--- config.mk ---
export PLATFORM = sky130hd
export DESIGN_NAME = mux_nx1_rr_reg
export DESIGN_NICKNAME = d
export VERILOG_FILES = /design/src/rtl/mux_nx1_rr_reg.sv
export SDC_FILE = /design/constraint.sdc
export NUM_CORES = 1
export LEC_CHECK = 0
export CORE_MARGIN = 8
export CORE_UTILIZATION = 50
export CTS_BUF_LIST = sky130_fd_sc_hd__clkbuf_8
export CTS_CLUSTER_DIAMETER = 100
export DETAILED_ROUTE_END_ITERATION = 10
export DONT_BUFFER_PORTS = 1
export SYNTH_ARGS = -nofsm -noshare
export SYNTH_HDL_FRONTEND = slang
export SYNTH_SLANG_ARGS = --single-unit
--- constraint.sdc ---
create_clock -name clk -period 3 [get_ports clk]
set_input_delay 0 -clock clk [delete_from_list [all_inputs] [get_ports clk]]
set_output_delay 0 -clock clk [all_outputs]
set_load 0.005 [all_outputs]
--- src/rtl/mux_nx1_rr_reg.sv ---
// mux_nx1_rr_reg: N:1 registered valid/ready mux, explicit-select or round-robin per mode
// Optional 16-bit transfer counter port cnt under MUX_NX1_CNT_EN
module mux_nx1_rr_reg #(
  parameter int W  = 8,
  parameter int N  = 4,
  parameter int SW = 2
) (
  input  logic           clk,
  input  logic           rst_n,
  input  logic           mode,
  input  logic [SW-1:0]  sel,
  input  logic [N-1:0]   in_valid,
  input  logic [N*W-1:0] in_data,
  output logic [N-1:0]   in_ready,
  output logic           out_valid,
  output logic [W-1:0]   out_data,
  output logic [SW-1:0]  out_grant,
  input  logic           out_ready
`ifdef MUX_NX1_CNT_EN
  ,output logic [15:0]   cnt
`endif
);
  logic [SW-1:0] ptr, rr_c, c;
  logic          rr_hit, hit, load_ok, xfer;
  // First valid channel scanning ptr, ptr+1, ... wrapping at N (not 2^SW)
  always_comb begin
    rr_hit = 1'b0;
    rr_c   = '0;
    for (int k = 0; k < N; k++) begin
      int j;
      j = int'(ptr) + k;
      if (j >= N) j = j - N;
      if (!rr_hit && in_valid[j]) begin
        rr_hit = 1'b1;
        rr_c   = SW'(j);
      end
    end
  end
  assign load_ok  = !out_valid || out_ready;
  assign c        = mode ? rr_c : sel;
  assign hit      = mode ? rr_hit : (int'(sel) < N);
  assign in_ready = hit ? (N'(load_ok) << c) : '0;
  assign xfer     = hit && in_valid[c] && load_ok;
  always_ff @(posedge clk or negedge rst_n) begin
    if (!rst_n) begin
      out_valid <= 1'b0;
      out_data  <= '0;
      out_grant <= '0;
      ptr       <= '0;
    end else if (xfer) begin
      out_valid <= 1'b1;
      out_data  <= in_data[int'(c)*W +: W];
      out_grant <= c;
      if (mode) ptr <= (int'(c) == N-1) ? '0 : c + 1'b1;
    end else if (out_ready) begin
      out_valid <= 1'b0;
    end
  end
`ifdef MUX_NX1_CNT_EN
  always_ff @(posedge clk or negedge rst_n) begin
    if (!rst_n) cnt <= '0;
    else if (xfer) cnt <= cnt + 16'd1;
  end
`endif
endmodule
==> results.toml <==
[run_status]
run_status = "finished clean"

[setup_path]
crit_arrival_ns = 2.49
r2r-end = "out_data[5]$_DFFE_PN0P_"
endpoint = "out_data[5]$_DFFE_PN0P_"
r2r_start = "ptr[1]$_DFFE_PN0P_"
cp.required_ns = 3.12
cpLargestDelayFamily = "simple AND/OR/NAND/NOR gates"
crit_chain = "nand2_1 > a2111oi_2 > or3_1 > inv_4 > nand3_1 > o21ai_4 > mux2_2"
criticalPathCategory = "reg -> reg"
worstSetupStartpoint = "ptr[1]$_DFFE_PN0P_"
startpoint_type = "flop"
r2r_setup_slack_ns = 0.63
max_stage_delay_ns = 0.54
endpoint_kind = "flop"
crit_fanout = 22
reg2reg_depth = 7
cp_slowest_cell = "or3_1"
worst-path-stages = 7
path_buf_inv = 1

[yosys]
synth.top_cell.area_share_pct = 32.34
async_reset_ff_share_pct = 100.0
syn_inst = 105
ys.flop_type = "dfrtp_1"
syn_area_per_cell_sq_um = 9.581
synth_edf_count = 0
synth_common_cells = "13 x dfrtp_1, 13 x nand2_1, 12 x a21oi_1"
ys_seq_area_share_pct = 32.34
netlist_area_sq_mm = 0.001006
ys_ff_latch = 13
synth_area_leaders = "dfrtp_1 32%, mux2i_1 8.0%, mux2_2 6.7%"
synthDistinctLibCells = 35
yosysTopAreaCell = "dfrtp_1"
yosys_warnings = 0
syn-num-nets = 148

[sta]
post-route-period-util_pct = 78.84
fin_worst_skew_ns = 0.003370
hold_violations = 0
tns_ns = 0
fmax_mhz = 422.8
whs_ns = 0.02248
worst-slew-pin-transition_ns = 0.6114
setup_viol = 0
rsz0062_at_grt = "false"
fin_crit_ns = 2.365
slew_headroom_pct = 58.97
slew_viol_final = 0

[clocking]
htree_levels = 1
cts_tree = "built"
clockRootBuffer = "clkbuf_8"
clk_pin_slew_ns = 0.05
cts.sinks = 13
clock_latency_ns = 0.24
cts_setup_buffers = 0
cts_buffers = 3
cts_max_path_buffers = 2

[global_route]
grt_overflow = 0
grt_max_degree = 23
grt_usage_pct = 13.68
grt_pass1_wl_mm = 3.829
antenna_found_initial = 0
grt_pass1_vias = 815

[floorplanning]
rows = 16
core-area_sq_mm = 0.001922
die_x_um = 60.86
die_area_sq_mm = 0.003703
initial_core_util_pct = 52.34
io_pins = 57
die_y_um = 60.86

[detailed_routing]
ant_nets = 0
met2_wirelength_mm = 1.199
wl_per_cell_um = 18.57
drt-pass1-iter-count = 4
finalWirelength_mm = 2.488
dr.first_iter.drc_count = 17
met1_length_um = 890
drc = 0
maxUsedRoutingLayer = "met4"
via_count = 798
viasPerCell = 5.955
wl_met3_um = 382

[pwr]
vdd_drop_max_v = 0.0005203
p_leak_nw = 0.4730
power_density_mw_per_mm2 = 762.6
total_power_w = 0.0008139

[final_layout]
antenna_cells = 0
regArea_sq_um = 325.3
drive_gt1_share_pct = 19.63
areaGrowthSynthToFinish_pct = 6.094
multi_input_area_sq_um = 613.1
utilization_pct = 55.53
fillers = 194
final_net_count = 151

[placed_design]
routabilityCongestion = 0.8625
port_buffers = 0
dpl.hpwl_mm = 2.061

[flow_run]
drv_cap = 0

[hold_path]
hp-class = "in -> reg"
-- layer usage --
layer / up-vias / GRT usage, %
met3: 2 / 8.263
met1: 377 / 14.18
met2: 31 / 22.62
met5: - / 0
li1: 388 / -
met4: 0 / 3.987
-- state kept, by name, summed over array words and instances (netlist names) --
register   flops
out_valid      1
out_data       8
out_grant      2
ptr            2
-- layout by cell type (no fill, tap or decap) --
cell            n
o21ai_1         1
nand3_1         2
and3_1          1
nor2b_1         1
a31oi_4         1
mux2_1          2
a21oi_1        12
mux2_2          6
nor2b_2         2
or4_1           1
inv_4           1
ha_1            1
a2111oi_2       1
nand2_1        13
buf_4           2
o31ai_1         1
or3_1           1
dlygate4sd3_1   1
a211oi_1        2
clkbuf_8        3
a2bb2oi_1       1
o221ai_1        1
dfrtp_1        13
mux2i_1         8
a22oi_1         8
a2bb2oi_2       1
mux2_4          3
nand2b_1        2
o211ai_1        1
o21ai_4         1
o21ai_0         1
nor2_1          5
or2_1           1
inv_1           6
-- worst min-delay path by stage --
stage / start / cells past startpoint / to / slack (ns)
after floorplan: rst_n / 0 / out_data[0]$_DFFE_PN0P_ / -0.30
after global placement: rst_n / 0 / out_valid$_DFFE_PN0P_ / -0.30
after detailed placement: rst_n / 0 / out_valid$_DFFE_PN0P_ / -0.30
after CTS: mode / 2 / ptr[0]$_DFFE_PN0P_ / 0.02
after global routing: mode / 2 / ptr[0]$_DFFE_PN0P_ / 0.05
final: mode / 2 / ptr[0]$_DFFE_PN0P_ / 0.02
-- repair_timing --
item | in CTS | in global routing
endpoints found under the hold margin | 13 | 0
hold buffers | 1 | 0
gates resized for setup | 0 | 0
-- cells by family after synthesis --
family | count (synthesis) | share of synthesized area [%]
buf+inv | 11 | 6.717
flops | 13 | 32.34
simple gates | 29 | 13.93
fa+ha+maj | 1 | 1.244
mux | 19 | 21.39
compound gates | 32 | 24.38
-- area by class of cell --
cell class,count,area share (%)
clock buffers,3,3.869
clock inverters,1,0.3517
inverters,6,2.345
multi-input cells,81,57.44
flip-flops and latches,13,30.48
well taps,27,3.165
repair buffers,3,2.345
-- report_power, final --
group | internal, W | leakage [nW] | switching, W
Clock | 0.0000899 | 0.0269 | 0.0000556
Combinational | 0.000174 | 0.295 | 0.000161
Sequential | 0.000260 | 0.151 | 0.0000727
Total | 0.000524 | 0.473 | 0.000290
-- through the flow --
stage	instance area (sq um)	setup slack [ns]	std cells
floorplan	1006	1.029	105
finish	1067	0.6348	134
global route	1067	0.4809	134
global placement	1012	0.7133	129
detailed placement	1012	0.6371	129
CTS	1067	0.6318	134
Note: power is estimated with default switching activity, not from simulation.
